`src/rtl/mage_pkg.sv`:
```
// Shared constants and types for the loop IV generator.
// The loop nest depth is the product of the subscript shape.
package mage_pkg;

  localparam int N_SUBSCRIPTS       = 2;
  localparam int N_IV_PER_SUBSCRIPT = 2;
  localparam int N_LP               = N_SUBSCRIPTS * N_IV_PER_SUBSCRIPT;
  localparam int NBIT_LP_IV         = 16;

  typedef enum logic [1:0] {
    ST_IDLE = 2'd0,
    ST_RUN  = 2'd1,
    ST_DONE = 2'd2
  } lp_state_e;

endpackage

```
`src/rtl/iv_counter.sv`:
```
// One loop level: holds its bounds/step and the current IV, advancing when
// every inner loop wraps (carry_i) and passing its own wrap outward.
module iv_counter
  import mage_pkg::*;
#(
  parameter int W = NBIT_LP_IV
) (
  input  logic         clk_i,
  input  logic         rst_n_i,
  input  logic         load_i,
  input  logic [W-1:0] lb_i,
  input  logic [W-1:0] ub_i,
  input  logic [W-1:0] step_i,
  input  logic         adv_i,
  input  logic         carry_i,
  output logic [W-1:0] iv_o,
  output logic         carry_o
);

  logic [W-1:0] lb_q, ub_q, step_q, iv_q;
  logic [W-1:0] iv_d;
  logic [W:0]   next_w;
  logic         wrap_w;

  // One extra bit so an IV close to the top of the range cannot alias below ub.
  assign next_w  = {1'b0, iv_q} + {1'b0, step_q};
  assign wrap_w  = (next_w >= {1'b0, ub_q});
  assign carry_o = carry_i & wrap_w;
  assign iv_o    = iv_q;

  always_comb begin
    iv_d = iv_q;
    if (load_i) begin
      iv_d = lb_i;
    end else if (adv_i && carry_i) begin
      iv_d = wrap_w ? lb_q : next_w[W-1:0];
    end
  end

  always_ff @(posedge clk_i or negedge rst_n_i) begin
    if (!rst_n_i) begin
      lb_q   <= '0;
      ub_q   <= '0;
      step_q <= '0;
      iv_q   <= '0;
    end else begin
      iv_q <= iv_d;
      if (load_i) begin
        lb_q   <= lb_i;
        ub_q   <= ub_i;
        // A zero step would never terminate; treat it as unit stride.
        step_q <= (step_i == '0) ? W'(1) : step_i;
      end
    end
  end

endmodule

```
`src/rtl/loop_iv_gen.sv`:
```
// Loop-nest induction variable generator: walks an N_LP-deep nest, one
// iteration per accepted beat, loop 0 innermost.
module loop_iv_gen
  import mage_pkg::*;
#(
  parameter int N_LP    = mage_pkg::N_LP,
  parameter int NBIT_IV = NBIT_LP_IV
) (
  input  logic                                                   clk_i,
  input  logic                                                   rst_n_i,
  input  logic                                                   start_i,
  input  logic                                                   abort_i,
  input  logic [N_LP-1:0][NBIT_IV-1:0]                           lb_i,
  input  logic [N_LP-1:0][NBIT_IV-1:0]                           ub_i,
  input  logic [N_LP-1:0][NBIT_IV-1:0]                           step_i,
  output logic [N_SUBSCRIPTS-1:0][N_IV_PER_SUBSCRIPT-1:0][NBIT_IV-1:0] iv_o,
  output logic                                                   valid_o,
  input  logic                                                   ready_i,
  output logic                                                   last_o,
  output logic                                                   busy_o,
  output logic                                                   done_o,
  output lp_state_e                                              state_o
);

  localparam int NSLOT = N_SUBSCRIPTS * N_IV_PER_SUBSCRIPT;

  // Handshake: a beat transfers on a rising edge where valid_o && ready_i and
  // abort_i is low; iv_o/last_o stay put while valid_o is high and ready_i low.

  lp_state_e state_q, state_d;

  logic [N_LP-1:0][NBIT_IV-1:0] iv_w;
  logic [N_LP:0]                carry_w;
  logic [NSLOT*NBIT_IV-1:0]     iv_flat_w;
  logic                         zero_trip_w;
  logic                         load_w;
  logic                         adv_w;
  logic                         last_all_w;
  logic                         run_w;

  assign run_w      = (state_q == ST_RUN);
  // The carry out of the outermost loop is set only when every loop wraps.
  assign last_all_w = carry_w[N_LP];
  assign load_w     = (state_q == ST_IDLE) && start_i && !abort_i;
  assign adv_w      = run_w && !abort_i && ready_i && !last_all_w;
  assign carry_w[0] = 1'b1;

  always_comb begin
    zero_trip_w = 1'b0;
    for (int k = 0; k < N_LP; k++) begin
      if (lb_i[k] >= ub_i[k]) zero_trip_w = 1'b1;
    end
  end

  for (genvar k = 0; k < N_LP; k++) begin : g_lp
    iv_counter #(.W(NBIT_IV)) u_cnt (
      .clk_i   (clk_i),
      .rst_n_i (rst_n_i),
      .load_i  (load_w),
      .lb_i    (lb_i[k]),
      .ub_i    (ub_i[k]),
      .step_i  (step_i[k]),
      .adv_i   (adv_w),
      .carry_i (carry_w[k]),
      .iv_o    (iv_w[k]),
      .carry_o (carry_w[k+1])
    );
  end

  always_comb begin
    iv_flat_w = '0;
    for (int k = 0; k < N_LP; k++) begin
      iv_flat_w[k*NBIT_IV +: NBIT_IV] = iv_w[k];
    end
  end

  assign iv_o    = iv_flat_w;
  assign valid_o = run_w;
  assign busy_o  = run_w;
  assign last_o  = run_w && last_all_w;
  assign done_o  = (state_q == ST_DONE);
  assign state_o = state_q;

  always_comb begin
    state_d = state_q;
    case (state_q)
      ST_IDLE: begin
        if (!abort_i && start_i) state_d = zero_trip_w ? ST_DONE : ST_RUN;
      end
      ST_RUN: begin
        if (abort_i)                             state_d = ST_DONE;
        else if (ready_i && last_all_w)          state_d = ST_DONE;
      end
      ST_DONE: state_d = ST_IDLE;
      default: state_d = ST_IDLE;
    endcase
  end

  always_ff @(posedge clk_i or negedge rst_n_i) begin
    if (!rst_n_i) state_q <= ST_IDLE;
    else          state_q <= state_d;
  end

endmodule

```
`config.mk`:
```
export PLATFORM = sky130hd
export DESIGN_NAME = loop_iv_gen
export DESIGN_NICKNAME = d
export VERILOG_FILES = /design/src/rtl/mage_pkg.sv /design/src/rtl/iv_counter.sv /design/src/rtl/loop_iv_gen.sv
export SDC_FILE = /design/constraint.sdc
export NUM_CORES = 1
export LEC_CHECK = 0
export BUFFER_PORTS_ARGS = -buffer_cell sky130_fd_sc_hd__buf_2
export CAP_MARGIN = 30
export CORE_MARGIN = 3
export CORE_UTILIZATION = 45
export DETAILED_ROUTE_END_ITERATION = 12
export PLACE_DENSITY = 0.66
export REMOVE_ABC_BUFFERS = 1
export SYNTH_ARGS = -nofsm -noshare
export SYNTH_HDL_FRONTEND = slang
export SYNTH_SLANG_ARGS = --single-unit
```
`constraint.sdc`:
```
create_clock -name clk_i -period 5.8 [get_ports clk_i]
set_input_delay 0.29 -clock clk_i [delete_from_list [all_inputs] [get_ports clk_i]]
set_output_delay 0.29 -clock clk_i [all_outputs]
set_load 0.1 [all_outputs]
```
## Word-level counts from Yosys, hierarchy flattened

Cells that the tools add are included.

| storage, ports and cells | value |
|---|---|
| bits in registers | 258 |
| input port bits | 197 |

| operators by class | value |
|---|---|
| $add $sub $neg | 4 |
| order comparisons | 8 |
| equality and inequality tests | 4 |
| multiplexer cells | 25 |
| bitwise operators | 3 |
| reduce and logical (&&, ||, !) cells | 23 |

Operators with widths:

| cell | count |
|---|---|
| 16-bit 2-to-1 mux | 16 |
| 16-bit by 16-bit adder with 17-bit output | 4 |
| 17-bit by 16-bit >= comparator with 1-bit output | 4 |
| 16-bit >= comparator | 4 |
| 16-bit logical NOT | 4 |
| 1-bit logical AND | 11 |
| 2-bit 2-to-1 mux | 4 |
| 2-bit nonzero test | 4 |
| 1-bit 2-to-1 mux | 4 |
| 2-bit case mux with 2 select lines | 1 |
| 1-bit AND | 3 |
| 3-bit by 2-bit inequality test with 1-bit output (second input constant) | 1 |
| 2-bit by 1-bit equality test with 1-bit output (second input constant) | 1 |
| 2-bit equality test (second input constant) | 1 |
| 1-bit logical NOT | 2 |
| 2-bit logical NOT | 1 |
| 2-bit by 1-bit inequality test with 1-bit output (second input constant) | 1 |
| 2-bit AND reduction | 1 |

## Logic depth before layout (Yosys ltp)

| depth | value |
|---|---|
| depth after elaboration | 10 |
| gate-level depth with buffers | 22 |
| gate-level depth less buffers | 19 |

## Modules after synthesis

A second synthesis with hierarchy kept.

| unflattened totals | value |
|---|---|
| cell total of the unflattened synthesis | 1680 |
| area total of the unflattened synthesis | 16827.4 um^2 |

Modules (own cells, without submodules):

| module | instances | cells each | area an instance (um^2) | seq. area each (um^2) |
|---|---|---|---|---|
| iv_counter at g_lp[1].u_cnt ... | 3 | 359 | 3787.4 | 1601.5 |
| iv_counter at g_lp[0].u_cnt | 1 | 363 | 3754.9 | 1601.5 |
| loop_iv_gen | 1 | 240 | 1710.4 | 50.0 |

## Worst setup path before layout

OpenSTA, ideal clock, no wires.

| timing | value |
|---|---|
| kind | flip-flop to output port |
| start | reg g_lp[3].u_cnt.iv_q[1] |
| end | out last_o |
| arrival time | 4.761 ns |
| required time | 5.510 ns |
| slack | 0.749 ns |
| cell stages (with the launch flop) | 18 |
| cell sequence | dfrtp_1 ha_1 a211oi_1 o21bai_1 a2111oi_2 o31ai_1 a41o_1 a31oi_1 xor2_1 inv_1 ha_1 nand3_1 a21oi_1 a21oi_1 nand2_1 buf_2 and4_1 and2_1 |

| on the way | value |
|---|---|
| word-level cells in the longest chain between the ends | 4 |

RTL lines:

| item | RTL line | source |
|---|---|---|
| start: declaration | iv_counter.sv:20 | `logic [W-1:0] lb_q, ub_q, step_q, iv_q;` |
| start signal: assignment | iv_counter.sv:47 | `iv_q <= iv_d;` |
| 16-bit by 16-bit adder with 17-bit output | iv_counter.sv:26 | `assign next_w = {1'b0, iv_q} + {1'b0, step_q};` |
| 17-bit by 16-bit >= comparator with 1-bit output | iv_counter.sv:27 | `assign wrap_w = (next_w >= {1'b0, ub_q});` |
| 1-bit AND | iv_counter.sv:28 | `assign carry_o = carry_i & wrap_w;` |
| 1-bit logical AND | loop_iv_gen.sv:80 | `assign last_o = run_w && last_all_w;` |
| end: declaration | loop_iv_gen.sv:19 | `output logic last_o,` |

No other way between the ends.

## Worst setup path in the final report

Same ends and word-level chain as after synthesis.

==> qor.yml <==
setup_path:
  r2r_start: "g_lp[3].u_cnt.iv_o[1]"
  worst_path_largest_cell_delay_ns: 0.49
  cpMaxStageDelayCell: "a2111oi_2"
  cp.arrival_ns: 5.08
  ff2ff_path_depth: 18
  path_delay_family: "compound AO/OA/AOI/OAI gates"
  crit_path_start: "g_lp[3].u_cnt.iv_o[1]"
  cp_cell_sequence: "ha_1, a211oi_1, o21bai_1, a2111oi_2, o31ai_1, a41o_1, a31oi_1, xor2_1, inv_1, ha_1, a21o_1, a211oi_1, nand2_1, a21oi_1, nand2_1, and4_1, and2_1, buf_2"
  r2r_end: "g_lp[2].u_cnt.iv_o[3]"
  worstPathMaxFanout: 5
  worstSetupStartpointType: "register"
  end_kind: "output port"
  critical_path_buf_inv_count: 2
  path_class: "register to output port"
  cp_data_required_time_ns: 5.51
  rrSetupSlack_ns: 0.65
power_and_ir_drop:
  leakage_nw: 11.1
  vdd_drop_max_mv: 0.337
  power_density_mw_per_mm2: 557
layout:
  stdcell_count: 2801
  multiInputGateArea_mm2: 0.00936
  syn_to_final_growth_pct: 27.6
  nets: 2709
  nFillCells: 3145
  fin_area_mm2: 0.0213
  seq_area_mm2: 0.00646
  n_antenna_cell: 0
  drive_gt1_share_pct: 16.1
global_route:
  antenna_found_initial: 1
  grt_first_pass_wirelength_um: 76600
  grt_pass1_vias: 15200
  track_usage_pct: 23.8
  grt-ovfl-total: 0
  grt_max_degree: 161
routing:
  wl_per_cell_um: 16.9
  drt-initial-drc-count: 674
  routed_wl_um: 47400
  vias: 14800
  drc: 0
  first_pass_iters: 8
  ant_nets: 0
  via_per_inst: 5.29
timing:
  setup_violations: 0
  max_slew_margin_pct: 35.8
  fmax_mhz: 186
  fin_worst_skew_ns: 0.0134
  worst_slack_ns: 0.435
  hold_viol_final: 0
  period_needed_ns: 5.37
  finalMaxSlewViolations: 0
  whs_ns: 0.0173
  worst_pin_slew_ns: 0.964
  rsz0062_at_grt: "false"
  min_period_over_period_pct: 92.5
die:
  ioPinCount: 267
  placementRows: 69
  dieArea_mm2: 0.0394
  core-area_mm2: 0.0360
  initial_core_util_pct: 46.3
  die_x_um: 198
  fp.dieH_um: 198
synth:
  yosys_warnings: 0
  yosysSeqAreaShare_pct: 38.7
  ys.flop_type: "dfrtp_1"
  synth-seq-cells: 258
  netlist_area_mm2: 0.0167
  yosysUniqueCellTypes: 71
  syn_inst: 1885
  async_flop_share_pct: 100
  synth_edf_count: 0
  synth.avg_cell_area_um2: 8.85
clock_network:
  cts_buffers: 30
  clock_latency_ns: 0.57
  clockRootBuffer: "clkbuf_16"
  clk_pin_slew_ns: 0.06
  h-tree-depth: 1
  clockBufferDepth: 3
  cts_tree: "built"
  post-cts-setup-buffer-count: 0
  cts_sinks: 258
outcome:
  outcome: "finished clean"
worst_hold_path:
  hold_end: "g_lp[1].u_cnt.lb_q[10]"
  whs_path_depth: 3
  hold_start: "lb_i[26]"
  hold_class: "input pin to register"
placed_design:
  dpl_worst_slack_ns: 0.640
  hpwl_um: 33800
  gp_congestion: 0.868
  portBuffers: 266
  place_area_mm2: 0.0184
  dp_cells: 2556
job:
  cap_violations: 0
[state kept, by name (all words and copies together) (netlist names)]
name,cells
g_lp.u_cnt.iv_o,64
g_lp.u_cnt.lb_q,64
g_lp.u_cnt.step_q,64
g_lp.u_cnt.ub_q,64
state_o,2
[metal layers]
metal  GRT usage (%)  vias to the layer above  part of all wire [%]
li1                -                     7347                     -
met1            31.2                     7040                    45
met2            41.0                      346                    47
met3            4.12                       90                   4.8
met4            6.22                        2                   2.9
met5               0                        -                 0.019
[power by group]
part           total (mW)  internal, mW  switching [mW]  leakage (nW)
Sequential           2.67          2.31           0.367          3.19
Clock                1.83          1.07           0.763         0.454
Combinational        7.34          2.64            4.70          7.47
Total                11.8          6.01            5.83          11.1
[Yosys cell counts (all sizes together), types with 34 or more instances]
cell type	number	area [um^2]
nand3	35	175
clkbuf	46	173
nor2	44	168
mux2i	59	591
dfrtp	258	6460
a21oi	78	394
a21o	42	315
inv	154	578
xnor2	34	298
nand2	485	1820
o21ai	147	736
mux2	44	529
ha	192	2400
[kinds of logic after synthesis]
logic type                 after synthesis  synth area share [%]
muxes                                  103                  6.72
xor gates and xnor gates                50                  2.63
DFF                                    258                  38.7
AOI/OAI and AO/OA                      385                  14.6
and+or+nand+nor                        672                  17.1
adders and majority gates              196                  14.9
buffers and inverters                  221                  5.33
[cell type report]
cell class              instances  area share (%)
multi-input cells            1406            44.0
flip-flops and latches        258            30.3
repair buffers                466            15.8
clock buffers                  48            4.08
inverters                     154            2.72
well taps                     461            2.71
clock inverters                 8           0.394
[worst reg2reg max path, stage by stage (launching register included)]
cell and delay (ns):
dfrtp_1 0.40, ha_1 0.32, a211oi_1 0.24, o21bai_1 0.14, a2111oi_2 0.49, o31ai_1 0.14
a41o_1 0.29, a31oi_1 0.22, xor2_1 0.23, inv_1 0.07, ha_1 0.18, a21o_1 0.17
a211oi_1 0.25, nand2_1 0.09, a21oi_1 0.27, nand2_1 0.23, nand2_1 0.14, a21o_1 0.74
mux2_2 0.42
[layout by cell type, fill, tap and decap left out, types with 4 or more instances in the layout]
cell           Yosys  layout
and4_1             5       5
dfrtp_1          258     258
a41o_1             4       4
fa_1               4       4
inv_1            154     154
and3_1            10      10
o211ai_1          19      19
a41oi_1            8       8
nand2_1          485     485
clkbuf_8           0       5
nand3_1           35      35
a21o_1            42      42
buf_2              9     265
buf_4              3       7
nand4_1           22      22
dlygate4sd3_1      0     189
ha_1             192     192
nand2b_1          11      11
xor2_1            16      16
o21bai_1          11      11
nor4_1            13      13
and2_1             4       4
nor3_1            13      12
nor2b_1           23      23
mux2i_1           59      59
a21oi_1           77      77
mux2_1             4       4
xnor2_1           34      34
a211oi_1          18      18
o21a_1             8       8
o21ai_0          145     145
o31ai_1            6       6
a31oi_1            8       8
nor2_1            43      43
mux2_4             9       9
clkbuf_1          46      13
clkbuf_16          0      30
mux2_2            31      31
[timing repair]
| item | 4_1_cts | 5_1_grt |
|---|---|---|
| gates resized for setup | 0 | 0 |
| endpoints found under the setup margin | 0 | 0 |
| endpoints found under the hold margin | 317 | 0 |
| hold buffers | 189 | 0 |
[worst max-delay path by stage]
stage / to / slack [ns] / cells past startpoint
4_1_cts: last_o / 0.38 / 18
5_1_grt: last_o / 0.12 / 18
6_report: last_o / 0.43 / 18
2_1_floorplan: g_lp[1].u_cnt.iv_o[10] / -12.25 / 3
3_3_place_gp: g_lp[2].u_cnt.iv_o[5] / 0.78 / 18
3_5_place_dp: g_lp[2].u_cnt.iv_o[3] / 0.64 / 18
[through the flow]
| step | util [%] | power, mW | TNS (ns) |
|---|---|---|---|
| final | 59.1 | 11.8 | 0 |
| after global routing | 59.1 | 12.8 | 0 |
| after CTS | 59.1 | 11.9 | 0 |
| after detailed placement | 51.2 | 9.94 | 0 |
| after global placement | 51.2 | 9.77 | 0 |
| after floorplan | - | 8.30 | -2476.03 |
No activity file was read; power rests on OpenSTA's default activity.
